**config.mk**
```make
export PLATFORM = sky130hd
export DESIGN_NAME = fetch_sequencer
export DESIGN_NICKNAME = d
export VERILOG_FILES = /design/src/rtl/necpu_pkg.sv /design/src/rtl/fetch_fifo.sv /design/src/rtl/fetch_sequencer.sv
export SDC_FILE = /design/constraint.sdc
export NUM_CORES = 1
export LEC_CHECK = 0
export CORE_UTILIZATION = 54
export DETAILED_ROUTE_END_ITERATION = 16
export PLACE_DENSITY = 0.83
export SLEW_MARGIN = 20
export SYNTH_ARGS = -nofsm -noshare
export SYNTH_HDL_FRONTEND = slang
export SYNTH_SLANG_ARGS = --single-unit
```
**constraint.sdc**
```tcl
create_clock -name clk -period 18.65 [get_ports clk]
set_input_delay 3.73 -clock clk [delete_from_list [all_inputs] [get_ports clk]]
set_output_delay 3.73 -clock clk [all_outputs]
set_load 0.01 [all_outputs]
```
**src/rtl/necpu_pkg.sv**
```systemverilog
// Shared NECPU definitions.
// Purpose: common widths, the NOP encoding and the fetch buffer entry type
// used by the fetch sequencer and its buffer.
package necpu_pkg;

    localparam int XLEN = 32;
    localparam logic [XLEN-1:0] NOP_INST = 32'd0;

    // One fetched instruction together with the word address it came from.
    typedef struct packed {
        logic [XLEN-1:0] pc;
        logic [XLEN-1:0] inst;
    } fetch_entry_t;

endpackage

```
**src/rtl/fetch_fifo.sv**
```systemverilog
// fetch_fifo: small in-order instruction buffer with flush.
// Purpose: holds {pc, inst} pairs between fetch and decode.
// Ports:
//   clk, rst_n         clock, synchronous active-low reset
//   push_i             write wr_pc_i/wr_inst_i at the tail
//   pop_i              advance the head (ignored when empty)
//   flush_i            discard every entry; wins over push and pop
//   wr_pc_i, wr_inst_i entry written on push
//   full_o, empty_o    occupancy flags
//   head_pc_o          head word address, zero when empty
//   head_inst_o        head instruction, NOP when empty
module fetch_fifo
    import necpu_pkg::*;
#(
    parameter int DEPTH = 2
) (
    input  logic            clk,
    input  logic            rst_n,
    input  logic            push_i,
    input  logic            pop_i,
    input  logic            flush_i,
    input  logic [XLEN-1:0] wr_pc_i,
    input  logic [XLEN-1:0] wr_inst_i,
    output logic            full_o,
    output logic            empty_o,
    output logic [XLEN-1:0] head_pc_o,
    output logic [XLEN-1:0] head_inst_o
);

    localparam int PW = $clog2(DEPTH);
    localparam int CW = PW + 1;

    fetch_entry_t mem_q [DEPTH];

    logic [PW-1:0] rd_ptr_q, rd_ptr_d;
    logic [PW-1:0] wr_ptr_q, wr_ptr_d;
    logic [CW-1:0] count_q, count_d;

    logic pop_ok;
    logic push_ok;

    assign empty_o = (count_q == '0);
    assign full_o  = (count_q == CW'(DEPTH));

    // A push into a full buffer is legal only when the head leaves in the
    // same cycle, so occupancy stays at DEPTH.
    assign pop_ok  = pop_i & ~empty_o;
    assign push_ok = push_i & (~full_o | pop_ok);

    always_comb begin
        rd_ptr_d = rd_ptr_q;
        wr_ptr_d = wr_ptr_q;
        count_d  = count_q;
        if (flush_i) begin
            rd_ptr_d = '0;
            wr_ptr_d = '0;
            count_d  = '0;
        end else begin
            if (pop_ok) begin
                rd_ptr_d = rd_ptr_q + PW'(1);
            end
            if (push_ok) begin
                wr_ptr_d = wr_ptr_q + PW'(1);
            end
            count_d = count_q + CW'(push_ok) - CW'(pop_ok);
        end
    end

    always_ff @(posedge clk) begin
        if (!rst_n) begin
            rd_ptr_q <= '0;
            wr_ptr_q <= '0;
            count_q  <= '0;
        end else begin
            rd_ptr_q <= rd_ptr_d;
            wr_ptr_q <= wr_ptr_d;
            count_q  <= count_d;
        end
    end

    // Storage needs no reset: the empty flag masks stale contents.
    always_ff @(posedge clk) begin
        if (rst_n && push_ok && !flush_i) begin
            mem_q[wr_ptr_q] <= '{pc: wr_pc_i, inst: wr_inst_i};
        end
    end

    assign head_pc_o   = empty_o ? '0       : mem_q[rd_ptr_q].pc;
    assign head_inst_o = empty_o ? NOP_INST : mem_q[rd_ptr_q].inst;

endmodule

```
**src/rtl/fetch_sequencer.sv**
```systemverilog
// fetch_sequencer: NECPU instruction fetch controller.
// Purpose: owns the PC, addresses the combinational instruction memory and
// queues each returned instruction with its PC for decode. A redirect from
// execute flushes the queue and reloads the PC.
// Ports:
//   clk, rst_n       clock, synchronous active-low reset
//   fetch_en         allow fetching; PC frozen when low
//   imem_addr        word address to instMem (the PC register)
//   imem_inst        instruction returned for imem_addr
//   redirect_valid   branch/jump taken this cycle
//   redirect_pc      target word address
//   out_valid/ready  handshake to decode: transfer when both are 1
//                    in the same cycle; out_valid never depends on
//                    out_ready, and out_inst/out_pc hold while stalled
//   out_inst/out_pc  head instruction and its address, zero when empty
module fetch_sequencer
    import necpu_pkg::*;
#(
    parameter logic [31:0] RESET_PC = 32'd0,
    parameter int          DEPTH    = 2
) (
    input  logic        clk,
    input  logic        rst_n,
    input  logic        fetch_en,
    output logic [31:0] imem_addr,
    input  logic [31:0] imem_inst,
    input  logic        redirect_valid,
    input  logic [31:0] redirect_pc,
    output logic        out_valid,
    input  logic        out_ready,
    output logic [31:0] out_inst,
    output logic [31:0] out_pc
);

    logic [XLEN-1:0] pc_q, pc_d;
    logic            fifo_full;
    logic            fifo_empty;
    logic            push;
    logic            pop;

    assign out_valid = ~fifo_empty;
    assign pop       = out_valid & out_ready;

    // Redirect suppresses the push: the instruction at the old PC is stale.
    assign push = fetch_en & ~redirect_valid & (~fifo_full | pop);

    always_comb begin
        pc_d = pc_q;
        if (redirect_valid) begin
            pc_d = redirect_pc;
        end else if (push) begin
            pc_d = pc_q + 32'd1;
        end
    end

    always_ff @(posedge clk) begin
        if (!rst_n) begin
            pc_q <= RESET_PC;
        end else begin
            pc_q <= pc_d;
        end
    end

    assign imem_addr = pc_q;

    fetch_fifo #(
        .DEPTH (DEPTH)
    ) u_fifo (
        .clk         (clk),
        .rst_n       (rst_n),
        .push_i      (push),
        .pop_i       (pop),
        .flush_i     (redirect_valid),
        .wr_pc_i     (pc_q),
        .wr_inst_i   (imem_inst),
        .full_o      (fifo_full),
        .empty_o     (fifo_empty),
        .head_pc_o   (out_pc),
        .head_inst_o (out_inst)
    );

endmodule

```
==> flow_metrics.tcl, run 1 <==
set metrics [dict create \
    grt_pass1_vias 4943 \
    setup_violations 0 \
    ctsResizeCount 0 \
    cts_buffer_depth 2 \
    dp_worst_setup_slack_ps 12250 \
    required_ps 14920 \
    drc_errors 0 \
    layout_common_cells "clkdlybuf4s50_1 (165), edfxtp_1 (128), nor2_1 (79)" \
    ys_types 52 \
    seq_area_frac_synth_pct 64.9 \
    rsz0062_at_grt "false" \
    clock-sinks 165 \
    first_iter_violations 528 \
    grt_usage_pct 25.0 \
    p_leak_nw 3.00 \
    postCtsSetupBuffers 0 \
    final_common_cell "clkdlybuf4s50_1" \
    async_flop_share_pct 0 \
    drive_gt1_share_pct 6.35 \
    routed_via_density 5.86 \
    dr.pass1.iters 5 \
    initial_core_util_pct 55.7 \
    period_share_pct 33.2 \
    cts_root_buf "clkbuf_16" \
    grt_max_degree 65 \
    start_kind "flip-flop" \
    numPortBuffers 165 \
    status "finished, final reports clean" \
    worstSetupPathType "flip-flop to output pin" \
    fin_crit_ps 6200 \
    arrival_ps 2470 \
    rows 41 \
    vias 5253 \
    antenna_found_initial 0 \
    hold_viol_final 0 \
    die_h_um 116 \
    synth_cells 556 \
    ys.flop_type "edfxtp_1" \
    whs_ps 532 \
    multiInputGateArea_mm2 0.00233 \
    power_density_mw_per_mm2 88.1 \
    clock.fmax_ghz 0.161 \
    synth_edf_count 128 \
    fin_cells 896 \
    vdd_drop_max_mv 0.0507 \
    final_antenna_net_count 0 \
    antenna_cells 0 \
    dp.cells 864 \
    max_cap_violations 0 \
    hold_buffers 0 \
    final.setup.worst_slack_ps 12450 \
    hold_path_class "flip-flop to flip-flop" \
    grt_overflow 0 \
    cp_max_fo 64 \
    clk_pin_slew_ps 60 \
    htreeDepth 4 \
    io_pins 166 \
    dieArea_mm2 0.0135 \
    drt-total-wl_um 16500 \
    syn_nets 628 \
    syn2layout_area_growth_pct 33.3 \
    core_mm2 0.0127 \
    fin_nets 783 \
    worstMarginPinSlew_ps 1130 \
    dp_hpwl_um 10900 \
    skew_ps 9.35 \
    syn-cell-area_mm2 0.00706 \
    cts_buffers 17 \
    max-slew-margin-rel_pct 24.6 \
    seqCellArea_mm2 0.00459 \
    fillers 867 \
    cp-end-kind "output pin" \
    gp_congestion 0.867 \
    slew_viol_final 0 \
    cts_tree "yes" \
    syn_area_per_cell_um2 12.7 \
    grt_first_pass_wirelength_um 25200 \
    die_x_um 116 \
    clk_latency_ps 420 \
    synth-seq-cells 165 \
    tns_ps 0 \
    synth_warnings 0 \
    wire_per_inst_um 18.5 \
]
-- layer usage --
| layer | global-route usage [%] | routed length (um) | up-vias |
|---|---|---|---|
| li1 | - | - | 2432 |
| met1 | 32.6 | 6990 | 2519 |
| met2 | 40.5 | 7810 | 272 |
| met3 | 6.12 | 1450 | 30 |
| met4 | 9.32 | 288 | 0 |
| met5 | 0 | 0 | - |
-- state kept, by name (all words and copies together) (netlist names), named ones only --
name	flops
u_fifo.mem_q	128
imem_addr	32
u_fifo.count_q	2
u_fifo.rd_ptr_q	1
u_fifo.wr_ptr_q	1
-- worst paths after layout --
kind                      from                end  slack (ps)  depth (start not counted)
max                  flip-flop       out_inst[13]       12450                          3
min            u_fifo.wr_ptr_q    u_fifo.wr_ptr_q         530                          2
max reg2reg  u_fifo.count_q[1]  u_fifo.count_q[1]       15890                         10
min reg2reg    u_fifo.wr_ptr_q    u_fifo.wr_ptr_q         530                          2
-- kinds of logic after synthesis --
| logic type | count (synthesis) | synth area share [%] |
|---|---|---|
| AO/OA/AOI/OAI | 71 | 7.02 |
| XOR/XNOR | 12 | 1.49 |
| adder cells (fa/ha/maj) | 3 | 0.532 |
| buffers and inverters | 41 | 2.30 |
| flip-flops | 165 | 64.9 |
| multiplexers | 64 | 9.07 |
| AND/OR/NAND/NOR | 200 | 14.7 |
-- worst max-delay path, cell delays in order (launching register included) --
cell and delay, ps:
dfxtp_4 1070, mux2i_1 220, nor2_1 140, clkdlybuf4s50_1 540
-- stage by stage --
step	power, mW	area, um^2	util (%)
detailed placement	0.507	8850	69.8
global placement	0.505	8850	69.8
finish	0.829	9410	74.3
CTS	0.832	9410	74.3
floorplan	0.458	7060	-
global route	0.854	9410	74.3
-- final cells by class --
cell class	instances	share of cell area (%)
clock inverters	10	1.04
clock buffers	22	4.93
well taps	172	2.29
multi-input cells	350	24.7
repair buffers	170	18.0
flip-flops and latches	165	48.8
inverters	7	0.279
-- report_power, final --
group          total (mW)  switching, mW  leakage (nW)  internal [mW]
logic              0.0782         0.0349          1.24         0.0433
clock network       0.328          0.137         0.267          0.192
registers           0.422         0.0146          1.49          0.407
-- cells in the mapped netlist, drive strengths merged, types with 2 or more instances --
master,count,share of area [%]
and3,6,0.53
o41a,2,0.32
or3,8,0.74
nand2,15,0.80
clkbuf,23,1.2
o31ai,3,0.32
mux2i,64,9.1
o21ai,22,1.6
and4,4,0.51
nand2b,4,0.35
o41ai,3,0.37
dfxtp,37,10
nand4,19,1.8
nor4,8,0.71
a31oi,6,0.53
ha,3,0.53
xnor2,4,0.50
a32oi,2,0.25
a211oi,5,0.53
o311a,3,0.43
buf,11,0.71
nor4b,2,0.25
or4,7,0.80
a311o,3,0.43
nor2b,5,0.44
edfxtp,128,54
o211ai,2,0.21
nor3,4,0.28
nor3b,4,0.43
o311ai,4,0.50
o2111a,2,0.32
inv,7,0.37
nand3,24,1.7
xor2,8,0.99
and2,4,0.35
or2,2,0.18
nor2,80,4.3
a21oi,9,0.64
a311oi,2,0.25
No activity file was read; power rests on OpenSTA's default activity.
==> run 2: changes to the inputs <==
--- a/config.mk
+++ b/config.mk
@@ -5,9 +5,9 @@
 export SDC_FILE = /design/constraint.sdc
 export NUM_CORES = 1
 export LEC_CHECK = 0
-export CORE_UTILIZATION = 54
+export CORE_UTILIZATION = 50
 export DETAILED_ROUTE_END_ITERATION = 16
-export PLACE_DENSITY = 0.83
+export PLACE_DENSITY = 0.77
 export SLEW_MARGIN = 20
 export SYNTH_ARGS = -nofsm -noshare
 export SYNTH_HDL_FRONTEND = slang
==> constraint.sdc (replaced) <==
create_clock -name clk -period 6.1 [get_ports clk]
set_input_delay 1.22 -clock clk [delete_from_list [all_inputs] [get_ports clk]]
set_output_delay 1.22 -clock clk [all_outputs]
set_load 0.01 [all_outputs]
==> flow_metrics.tcl, run 2 (same netlist as run 1, synthesis figures left out) <==
set metrics [dict create \
    vias 5195 \
    max-slew-margin-rel_pct 28.0 \
    first_iter_violations 433 \
    start_kind "input port" \
    die_h_um 121 \
    dp_hpwl_um 10500 \
    fin_crit_ps 3530 \
    largest_register_ffs 128 \
    drive_gt1_share_pct 6.36 \
    antenna_cells 0 \
    rows 43 \
    final_antenna_net_count 0 \
    grt_overflow 0 \
    vdd_drop_max_mv 0.196 \
    hp-start "u_fifo.rd_ptr_q" \
    postCtsSetupBuffers 0 \
    syn2layout_area_growth_pct 33.5 \
    period_share_pct 57.8 \
    initial_core_util_pct 51.1 \
    cts_buffers 17 \
    required_ps 6140 \
    crit_path_start "rst_n" \
    status "finished, final reports clean" \
    grt_usage_pct 23.0 \
    power_density_mw_per_mm2 264 \
    p_total_mw 2.48 \
    grt_pass1_vias 5102 \
    skew_ps 12.2 \
    clk_latency_ps 420 \
    rrSetupSlack_ps 3560 \
    gp_congestion 0.851 \
    top_usage_layer "met2" \
    hold_buffers 0 \
    final_common_cell "clkdlybuf4s50_1" \
    rsz0062_at_grt "false" \
    use_met2_pct 38.0 \
    hold_viol_final 0 \
    place_area_mm2 0.00887 \
    use_met3_pct 4.29 \
    clock-sinks 165 \
    use_met1_pct 29.7 \
    grt_first_pass_wirelength_um 25500 \
    clock.fmax_ghz 0.283 \
    antenna_found_initial 0 \
    routed_via_density 5.75 \
    max_cap_violations 0 \
    p_leak_nw 2.99 \
    whs_ps 519 \
    clk_pin_slew_ps 60 \
    ctsResizeCount 0 \
    regMostFlops "u_fifo.mem_q" \
    dr.pass1.iters 6 \
    wire_per_inst_um 18.1 \
    die_x_um 121 \
    io_pins 166 \
    core_mm2 0.0138 \
    arrival_ps 3560 \
    cp_max_fo 64 \
    dp_worst_setup_slack_ps 2180 \
    numPortBuffers 165 \
    worstMarginPinSlew_ps 1070 \
    cp-end-kind "flip-flop" \
    stdcell_area_mm2 0.00942 \
    htreeDepth 4 \
    rr_startpoint "u_fifo.count_q[1]" \
    cts_root_buf "clkbuf_16" \
    drt-total-wl_um 16300 \
    layout_common_cells "clkdlybuf4s50_1 (165), edfxtp_1 (128), nor2_1 (79)" \
    cts_tree "yes" \
    hold_path_class "flip-flop to flip-flop" \
    setup_violations 0 \
    fin_nets 783 \
    worstSetupPathType "input port to flip-flop" \
    grt_max_degree 65 \
    dieArea_mm2 0.0146 \
    final.setup.worst_slack_ps 2570 \
    tns_ps 0 \
    drc_errors 0 \
    cts_buffer_depth 2 \
    slew_viol_final 0 \
]
==> run 2: cell count changes in the layout (fill, tap and decap cells not counted), sizes merged <==
cell / previous run / this run
clkinv: 5 / 6
inv: 8 / 12
clkbuf: 22 / 17
bufinv: 1 / 0
==> run 2: cell type report <==
| class | instances | area (um^2) |
|---|---|---|
| clock buffers | 17 | 425 |
| clock inverters | 14 | 101 |
| fillers | 965 | 4400 |
| inverters | 7 | 26.3 |
| multi-input cells | 350 | 2330 |
| flip-flops and latches | 165 | 4590 |
| well taps | 180 | 225 |
| repair buffers | 170 | 1720 |
==> run 2: metal layers <==
layer	routed length [um]	share of wire [%]
met5	0	0
met4	285	1.7
met3	1030	6.3
met2	8000	49
met1	7010	43
==> run 2: path summary, 6_finish.rpt <==
path / to / depth (start not counted)
max reg2reg: u_fifo.mem_q[0][41] / 4
min: flip-flop / 2
min reg2reg: flip-flop / 2
max: u_fifo.mem_q[1][40] / 5
==> run 2: power by group <==
group          total (mW)  internal, mW  switching [mW]  leakage [nW]
Combinational       0.242         0.133           0.109          1.25
Clock               0.955         0.521           0.434         0.252
Sequential           1.29          1.25          0.0413          1.49
==> run 2: critical path: stages <==
cell and delay, ps:
clkdlybuf4s50_1 450, buf_4 320, nand2b_1 300, nor3_1 410
and2_4 810
==> run 2: through the flow <==
step | util (%) | std cells
5_1_grt | 68.1 | 903
3_3_place_gp | 64.1 | 871
3_5_place_dp | 64.1 | 871
6_report | 68.1 | 903
2_1_floorplan | - | 556
4_1_cts | 67.9 | 902
==> run 3: changes to the inputs <==
==> constraint.sdc (replaced) <==
create_clock -name clk -period 3.5 [get_ports clk]
set_input_delay 0.7 -clock clk [delete_from_list [all_inputs] [get_ports clk]]
set_output_delay 0.7 -clock clk [all_outputs]
set_load 0.01 [all_outputs]
==> flow_metrics.tcl, run 3 (same netlist as run 1, synthesis figures left out) <==
set metrics [dict create \
    status "finished, final reports clean" \
    hold_viol_final 0 \
    drive_gt1_share_pct 7.77 \
    stdcell_area_mm2 0.00957 \
    fin_cells 914 \
    cts_tree "yes" \
    final_common_cell "clkdlybuf4s50_1" \
    swShare_pct 22.8 \
    fillers 954 \
    setup_violations 0 \
    switching_power_mw 1.02 \
    crit_slowest_cell "dfxtp_4" \
    max_cap_violations 0 \
    clk_latency_ps 420 \
    worstSetupPathType "flip-flop to output pin" \
    grt_overflow 0 \
    cts_buffer_depth 2 \
    final_antenna_net_count 0 \
    clock.fmax_ghz 0.346 \
    clk_pin_slew_ps 60 \
    grt_max_degree 50 \
    die_x_um 121 \
    largest_register_ffs 128 \
    cts_buffers 17 \
    grt_first_pass_wirelength_um 25900 \
    drt-total-wl_um 16700 \
    period_share_pct 82.6 \
    rr_startpoint "u_fifo.count_q[1]" \
    antenna_found_initial 0 \
    dp.cells 882 \
    internal_power_mw 3.47 \
    drc_errors 0 \
    dr.pass1.iters 5 \
    place_area_mm2 0.00899 \
    arrival_ps 2190 \
    whs_ps 548 \
    antenna_cells 0 \
    first_iter_violations 443 \
    vdd_drop_max_mv 0.290 \
    htreeDepth 4 \
    comb_power_share_pct 9.6 \
    ctsResizeCount 0 \
    cp-end-kind "output pin" \
    numPortBuffers 165 \
    clock_power_share_pct 40.4 \
    required_ps 2800 \
    cts_root_buf "clkbuf_16" \
    vias 5184 \
    clock-sinks 165 \
    rows 43 \
    syn2layout_area_growth_pct 35.5 \
    slowest_delay_ps 650 \
    gp_congestion 0.880 \
    io_pins 166 \
    initial_core_util_pct 51.1 \
    routed_via_density 5.67 \
    final_util_pct 69.2 \
    worstMarginPinSlew_ps 1050 \
    hold_buffers 0 \
    regMostFlops "u_fifo.mem_q" \
    hold_path_class "flip-flop to flip-flop" \
    cp_max_fo 26 \
    seq_power_share_pct 50.0 \
    crit_chain "buf_4 > mux2i_1 > nor2_1 > clkdlybuf4s50_1" \
    p_leak_nw 3.09 \
    die_h_um 121 \
    wire_per_inst_um 18.2 \
    fin_nets 793 \
    start_kind "flip-flop" \
    dp_hpwl_um 11400 \
    hp-start "imem_addr[10]" \
    fin_crit_ps 2890 \
    core_mm2 0.0138 \
    slew_viol_final 0 \
    tns_ps 0 \
    layout_common_cells "clkdlybuf4s50_1 (165), edfxtp_1 (128), nor2_1 (79)" \
    grt_pass1_vias 5051 \
    skew_ps 11.4 \
    grt_usage_pct 23.4 \
    postCtsSetupBuffers 0 \
    max-slew-margin-rel_pct 29.8 \
    power_density_mw_per_mm2 469 \
    dieArea_mm2 0.0146 \
    rsz0062_at_grt "false" \
]
[run 3: cell count changes in the layout (fill, tap and decap cells not counted)]
| cell | before | now |
|---|---|---|
| bufinv_16 | 0 | 2 |
| buf_4 | 3 | 11 |
| clkinv_2 | 2 | 3 |
| clkbuf_1 | 0 | 1 |
| clkinv_4 | 1 | 2 |
| inv_1 | 6 | 7 |
| clkinvlp_4 | 3 | 1 |
| inv_6 | 6 | 4 |
| clkinv_1 | 3 | 1 |
| buf_12 | 1 | 4 |
| buf_16 | 1 | 0 |
| inv_8 | 0 | 1 |
[run 3: worst paths after layout]
check / to / slack, ps / cells after the start
worst max-delay path: out_pc[5] / 610 / 4
worst min-delay path: u_fifo.mem_q[0][42] / 550 / 0
worst max register to register: u_fifo.mem_q[0][39] / 1080 / 4
worst min register to register: u_fifo.mem_q[0][42] / 550 / 0
[run 3: power by group through the flow]
stage / clock (mW) / sequential, mW / combinational, mW
6_report: 1.82 / 2.24 / 0.432
5_1_grt: 1.91 / 2.25 / 0.464
4_1_cts: 1.83 / 2.24 / 0.435
3_5_place_dp: 0 / 2.28 / 0.432
3_3_place_gp: 0 / 2.28 / 0.424
2_1_floorplan: 0 / 2.27 / 0.168
[run 3: final cells by class]
class	instances	area [um^2]	share of cell area (%)
flip-flops and latches	165	4590	48.0
repair buffers	180	1810	19.0
clock buffers	18	429	4.49
multi-input cells	350	2330	24.4
well taps	180	225	2.35
clock inverters	14	150	1.57
inverters	7	26.3	0.275
[run 3: layer usage]
layer | wire (um) | GRT usage (%) | vias to the layer above | share of wire [%]
met5 | 0 | 0 | - | 0
met4 | 294 | 10.5 | 0 | 1.8
met3 | 1160 | 4.43 | 27 | 7.0
met2 | 8230 | 38.8 | 206 | 49
met1 | 6960 | 29.8 | 2499 | 42
li1 | - | - | 2452 | -
[run 3: critical path, delay by kind of cell, from the launching register on]
| family | cells | cell delay (ps) |
|---|---|---|
| buffers and inverters | 2 | 800 |
| flip-flops | 1 | 650 |
| multiplexers | 1 | 260 |
| AND/OR/NAND/NOR | 1 | 60 |
[run 3: stage by stage]
step	power [mW]	worst slack (ps)
finish	4.49	608
global route	4.63	493
CTS	4.51	577
detailed placement	2.72	337
global placement	2.70	398
floorplan	2.44	158
